File: src/rtl/uart_baud_gen.sv
// Baud tick generator: os_tick_o every divisor period, bit_tick_o every OVS os ticks.
// Macro UART_BAUD_FRAC_EN builds the fractional accumulator; without it the fraction reads 0.
module uart_baud_gen #(
  parameter int CNT_W        = 16,
  parameter int FRAC_W       = 4,
  parameter int OVS          = 16,
  parameter int DEFAULT_INT  = 27,
  parameter int DEFAULT_FRAC = 2
) (
  input  logic              clk_i,
  input  logic              reset_i,
  input  logic              div_wr_i,
  input  logic [CNT_W-1:0]  div_int_i,
  input  logic [FRAC_W-1:0] div_frac_i,
  input  logic              baud_enable_i,
  input  logic              rx_mode_i,
  output logic              os_tick_o,
  output logic              bit_tick_o,
  output logic [CNT_W-1:0]  div_int_cur_o,
  output logic [FRAC_W-1:0] div_frac_cur_o,
  output logic              update_pending_o
);

  localparam int OVS_W = $clog2(OVS);

  logic              enPrev_q;
  logic [CNT_W-1:0]  prescale_q, prescale_d;
  logic [OVS_W-1:0]  osCnt_q, osCnt_d, osCntNow;
  logic [CNT_W-1:0]  divInt_q, divInt_d;
  logic [CNT_W-1:0]  shadowInt_q, shadowInt_d;
  logic              pending_q, pending_d;

  logic              rise, wrAtRise, carryNow, periodLast;
  logic              applyInput, applyShadow, captureShadow;
  logic [CNT_W-1:0]  intSel, intEff;
  logic [CNT_W:0]    periodM1;

  // A write on the enable-rise cycle already governs the first period, hence the bypass.
  assign rise      = baud_enable_i & ~enPrev_q;
  assign wrAtRise  = div_wr_i & rise;
  assign intSel    = wrAtRise ? div_int_i : divInt_q;
  assign intEff    = (intSel == '0) ? CNT_W'(1) : intSel;
  assign periodM1  = {1'b0, intEff} + {{CNT_W{1'b0}}, carryNow} - (CNT_W+1)'(1);
  assign periodLast = ({1'b0, prescale_q} == periodM1);
  assign osCntNow  = rise ? (rx_mode_i ? OVS_W'(OVS/2) : '0) : osCnt_q;

  assign os_tick_o  = baud_enable_i & ~reset_i & periodLast;
  assign bit_tick_o = os_tick_o & (osCntNow == OVS_W'(OVS-1));

  assign applyInput    = div_wr_i & (~baud_enable_i | rise | bit_tick_o);
  assign captureShadow = div_wr_i & ~applyInput;
  assign applyShadow   = ~div_wr_i & pending_q & (~baud_enable_i | bit_tick_o);

  assign div_int_cur_o    = divInt_q;
  assign update_pending_o = pending_q;

  always_comb begin
    prescale_d  = '0;
    osCnt_d     = '0;
    divInt_d    = divInt_q;
    shadowInt_d = shadowInt_q;
    pending_d   = pending_q;
    if (baud_enable_i) begin
      prescale_d = periodLast ? '0 : prescale_q + CNT_W'(1);
      osCnt_d    = osCntNow + OVS_W'(os_tick_o);
    end
    if (applyInput) begin
      divInt_d  = div_int_i;
      pending_d = 1'b0;
    end else if (applyShadow) begin
      divInt_d  = shadowInt_q;
      pending_d = 1'b0;
    end else if (captureShadow) begin
      shadowInt_d = div_int_i;
      pending_d   = 1'b1;
    end
  end

  always_ff @(posedge clk_i or posedge reset_i) begin
    if (reset_i) begin
      enPrev_q    <= 1'b0;
      prescale_q  <= '0;
      osCnt_q     <= '0;
      divInt_q    <= CNT_W'(DEFAULT_INT);
      shadowInt_q <= '0;
      pending_q   <= 1'b0;
    end else begin
      enPrev_q    <= baud_enable_i;
      prescale_q  <= prescale_d;
      osCnt_q     <= osCnt_d;
      divInt_q    <= divInt_d;
      shadowInt_q <= shadowInt_d;
      pending_q   <= pending_d;
    end
  end

`ifdef UART_BAUD_FRAC_EN
  logic [FRAC_W-1:0] acc_q, acc_d;
  logic [FRAC_W-1:0] divFrac_q, divFrac_d;
  logic [FRAC_W-1:0] shadowFrac_q, shadowFrac_d;
  logic [FRAC_W-1:0] fracSel;
  logic [FRAC_W:0]   fracSum;
  logic              perCarry_q, perCarry_d;

  // The carry is decided once at period start and held for the rest of that period.
  assign fracSel  = wrAtRise ? div_frac_i : divFrac_q;
  assign fracSum  = {1'b0, acc_q} + {1'b0, fracSel};
  assign carryNow = (prescale_q == '0) ? fracSum[FRAC_W] : perCarry_q;
  assign div_frac_cur_o = divFrac_q;

  always_comb begin
    acc_d        = '0;
    perCarry_d   = 1'b0;
    divFrac_d    = divFrac_q;
    shadowFrac_d = shadowFrac_q;
    if (baud_enable_i) begin
      acc_d      = acc_q;
      perCarry_d = perCarry_q;
      if (prescale_q == '0) begin
        acc_d      = fracSum[FRAC_W-1:0];
        perCarry_d = fracSum[FRAC_W];
      end
    end
    if (applyInput)         divFrac_d    = div_frac_i;
    else if (applyShadow)   divFrac_d    = shadowFrac_q;
    else if (captureShadow) shadowFrac_d = div_frac_i;
  end

  always_ff @(posedge clk_i or posedge reset_i) begin
    if (reset_i) begin
      acc_q        <= '0;
      perCarry_q   <= 1'b0;
      divFrac_q    <= FRAC_W'(DEFAULT_FRAC);
      shadowFrac_q <= '0;
    end else begin
      acc_q        <= acc_d;
      perCarry_q   <= perCarry_d;
      divFrac_q    <= divFrac_d;
      shadowFrac_q <= shadowFrac_d;
    end
  end
`else
  logic unusedFrac;

  assign carryNow       = 1'b0;
  assign div_frac_cur_o = '0;
  assign unusedFrac     = ^{div_frac_i, FRAC_W'(DEFAULT_FRAC)};
`endif

endmodule
File: config.mk
export PLATFORM = sky130hd
export DESIGN_NAME = uart_baud_gen
export DESIGN_NICKNAME = d
export VERILOG_FILES = /design/src/rtl/uart_baud_gen.sv
export SDC_FILE = /design/constraint.sdc
export NUM_CORES = 1
export LEC_CHECK = 0
export ABC_AREA = 1
export CAP_MARGIN = 30
export CORE_ASPECT_RATIO = 0.9
export CORE_MARGIN = 10
export CORE_UTILIZATION = 40
export CTS_CLUSTER_DIAMETER = 30
export DETAILED_ROUTE_END_ITERATION = 10
export PLACE_DENSITY = 0.6
export RECOVER_POWER = 100
export SKIP_LAST_GASP = 1
export SYNTH_ARGS = -nofsm -noshare
export SYNTH_HDL_FRONTEND = slang
export SYNTH_SLANG_ARGS = --single-unit
File: constraint.sdc
create_clock -name clk_i -period 4.57 [get_ports clk_i]
set_input_delay 0.914 -clock clk_i [delete_from_list [all_inputs] [get_ports clk_i]]
set_output_delay 0.914 -clock clk_i [all_outputs]
set_load 0.05 [all_outputs]
==> impl_metrics.ini <==
[run_status]
outcome = complete, but fails checks
violations = negative setup slack

[pwr]
powerDensity_nw_per_um2 = 271
p_comb_frac = 0.444
clkPwrFrac = 0.182
peakVddDrop_uv = 203
leakage_nw = 2.84
swShare = 0.385
p_switching_w = 0.000590
p_int_w = 0.000942
pwr-share-seq = 0.374

[sta]
fin_setup_tns_ns = -0.0240
slew_viol_final = 0
min_period_ns = 4.59
maxSlewHeadroom = 0.472
max_freq_mhz = 218
tightest_slew_ns = 0.793
final_hold_viol_count = 0
setup_viol_count_final = 1
fin_ws_ns = -0.0240
fin_worst_skew_ns = 0.0123
holdWs_ns = 0.504
period_share = 1.01
grt_setup_unrepaired = yes

[die]
die_area_um2 = 13700
start_util = 0.411
core_um2 = 9130
fp.dieW_um = 122
ioPinCount = 48
fp.dieH_um = 112
fp-row-count = 33

[clocking]
cts_tree = done
tritoncts.num_buffers = 5
htreeDepth = 2
cts-root-buf = clkbuf_8
cts_buffer_depth = 2
path_clk_slew_ns = 0.10
clock-sinks = 54
clock_latency_ns = 0.31
postCtsHoldBufs = 0

[yosys]
avgSynthCellArea_um2 = 6.97
yosysTopAreaCellShare = 0.334
synth_enable_flop_cells = 0
ys_types = 37
ys_top_cells_by_count = nand2_1, nand3_1, inv_1
synth_area_leader_cell = dfrtp_1
netlist_area_um2 = 3750
yosysSeqAreaShare = 0.362
synthCells = 538
synth_ff_type = dfrtp_1
synth_seq_cells = 54
synth_async_sr_flop_share = 1.00
yosys_warnings = 0
synthTopCellsByArea = dfrtp_1, nand2_1, nand3_1
yosysMostFrequentCell = nand2_1

[setup_path]
cp.arrival_ns = 3.68
required_ns = 3.66
cp-start-kind = input port
worstPathMaxFanout = 7
cp-end-kind = primary output
r2r_cells = 33
worstSetupPathType = in -> out

[route]
via_per_inst = 5.14
wl_um = 12300
routedWlPerCell_um = 15.4
first_iter_violations = 389
drc = 0
dr.pass1.iters = 5
vias = 4126
antenna_left = 0

[final_layout]
finalNetCount = 709
area_growth_pct = 50.5
drive_above_1_share = 0.327
final_util = 0.618
stdcell_count = 803
fillCellCount = 797
antenna_cells = 0

[global_route]
use_met1 = 0.216
use_met3 = 0.0313
grt_usage = 0.169
grt_busiest_layer = met2
met2_usage = 0.283
grt_pass1_vias = 4071
grt_pass1_wl_um = 19300
grt_overflow = 0
antenna_found_initial = 0
grt_max_degree = 34

[min_path]
hold_path_class = reg -> reg
whs_path_depth = 2

[placement]
gp_congestion = 0.856
dpl.hpwl_um = 8000
io_buffers = 39
placedCellCount = 741

[run]
cap_viol_max_count = 0
==> metal layers <==
layer | vias to the layer above | share of wire
li1 | 2002 | -
met2 | 148 | 0.47
met1 | 1951 | 0.44
met5 | - | 0
met3 | 25 | 0.067
met4 | 0 | 0.017
==> timing repair <==
item,4_1_cts,5_1_grt
hold endpoints to repair,0,0
setup buffers,38,10
endpoints found under the setup margin,6,35
pin swaps,28,50
resized for setup,63,70
gates cloned,3,4
==> kinds of logic after synthesis <==
logic type / after synthesis / share of synthesized area
flip-flops: 54 / 0.362
AO/OA/AOI/OAI: 27 / 0.0390
adder cells (fa/ha/maj): 4 / 0.0133
other: 1 / 0.00100
XOR/XNOR: 24 / 0.0561
AND/OR/NAND/NOR: 341 / 0.417
buffers and inverters: 87 / 0.111
==> critical path, stage by stage <==
cell	delay [ns]
buf_12	0.12
inv_6	0.04
nor2_4	0.23
nand3_2	0.11
nand2_2	0.10
nor2_4	0.05
buf_4	0.13
buf_4	0.13
buf_4	0.13
buf_4	0.12
buf_4	0.12
buf_4	0.12
buf_4	0.13
buf_4	0.12
buf_4	0.12
buf_4	0.13
nand3_2	0.08
nand3_2	0.08
nor2_4	0.09
nand3_2	0.08
nor2_4	0.12
inv_2	0.06
nor3_4	0.17
buf_12	0.17
==> cell usage in the layout (no fill, tap or decap), types with 15 or more instances in the layout <==
master | Yosys | layout
buf_4 | 7 | 103
dlygate4sd2_1 | 0 | 15
nand2_2 | 4 | 27
nand2_1 | 160 | 136
nand3_1 | 73 | 51
nand4_1 | 21 | 21
clkdlybuf4s50_1 | 0 | 19
xor2_1 | 22 | 19
dfrtp_1 | 50 | 50
nor2_1 | 55 | 44
inv_1 | 60 | 55
nand3_2 | 1 | 21
==> state kept, by name, summed over array words and instances, names as in the netlist <==
register and count:
shadowInt_q 16, prescale_q 16, osCnt_q 4, enPrev_q 1
div_int_cur_o 16, update_pending_o 1
==> through the flow <==
stage                     setup WS (ns)  instance area (um2)  total power (W)
after floorplan                   0.136                 3770         0.000885
after global placement           -0.608                 4680          0.00108
after detailed placement         -0.662                 4680          0.00109
after CTS                       -0.0427                 5200          0.00145
after global routing             -0.171                 5640          0.00162
final                           -0.0240                 5640          0.00153
==> area by class of cell <==
| cell class | instances | area, um2 | area share |
|---|---|---|---|
| clock buffer | 5 | 68.8 | 0.0122 |
| clock inverter | 3 | 21.3 | 0.00377 |
| inverter | 62 | 243 | 0.0430 |
| multi-input combinational | 403 | 2370 | 0.420 |
| sequential | 54 | 1360 | 0.240 |
| tap | 122 | 153 | 0.0271 |
| timing repair buffer | 154 | 1430 | 0.253 |
==> power groups by stage <==
stage          registers [W]  logic (W)  clock network (W)
2_1_floorplan       0.000641   0.000244                  0
3_3_place_gp        0.000579   0.000506                  0
3_5_place_dp        0.000580   0.000513                  0
4_1_cts             0.000572   0.000599           0.000284
5_1_grt             0.000579   0.000735           0.000303
6_report            0.000573   0.000680           0.000278
==> path summary, 6_finish.rpt <==
kind,from,end,slack (ns)
worst max-delay path,baud_enable_i,os_tick_o,-0.02
worst min-delay path,shadowInt_q[14],shadowInt_q[14],0.50
worst max register to register,enPrev_q,div_int_cur_o[12],0.22
worst min register to register,shadowInt_q[14],shadowInt_q[14],0.50
max in group asynchronous,reset_i,div_int_cur_o[3],2.69
min in group asynchronous,reset_i,div_int_cur_o[2],1.06
(Power assumes the default switching activity.)
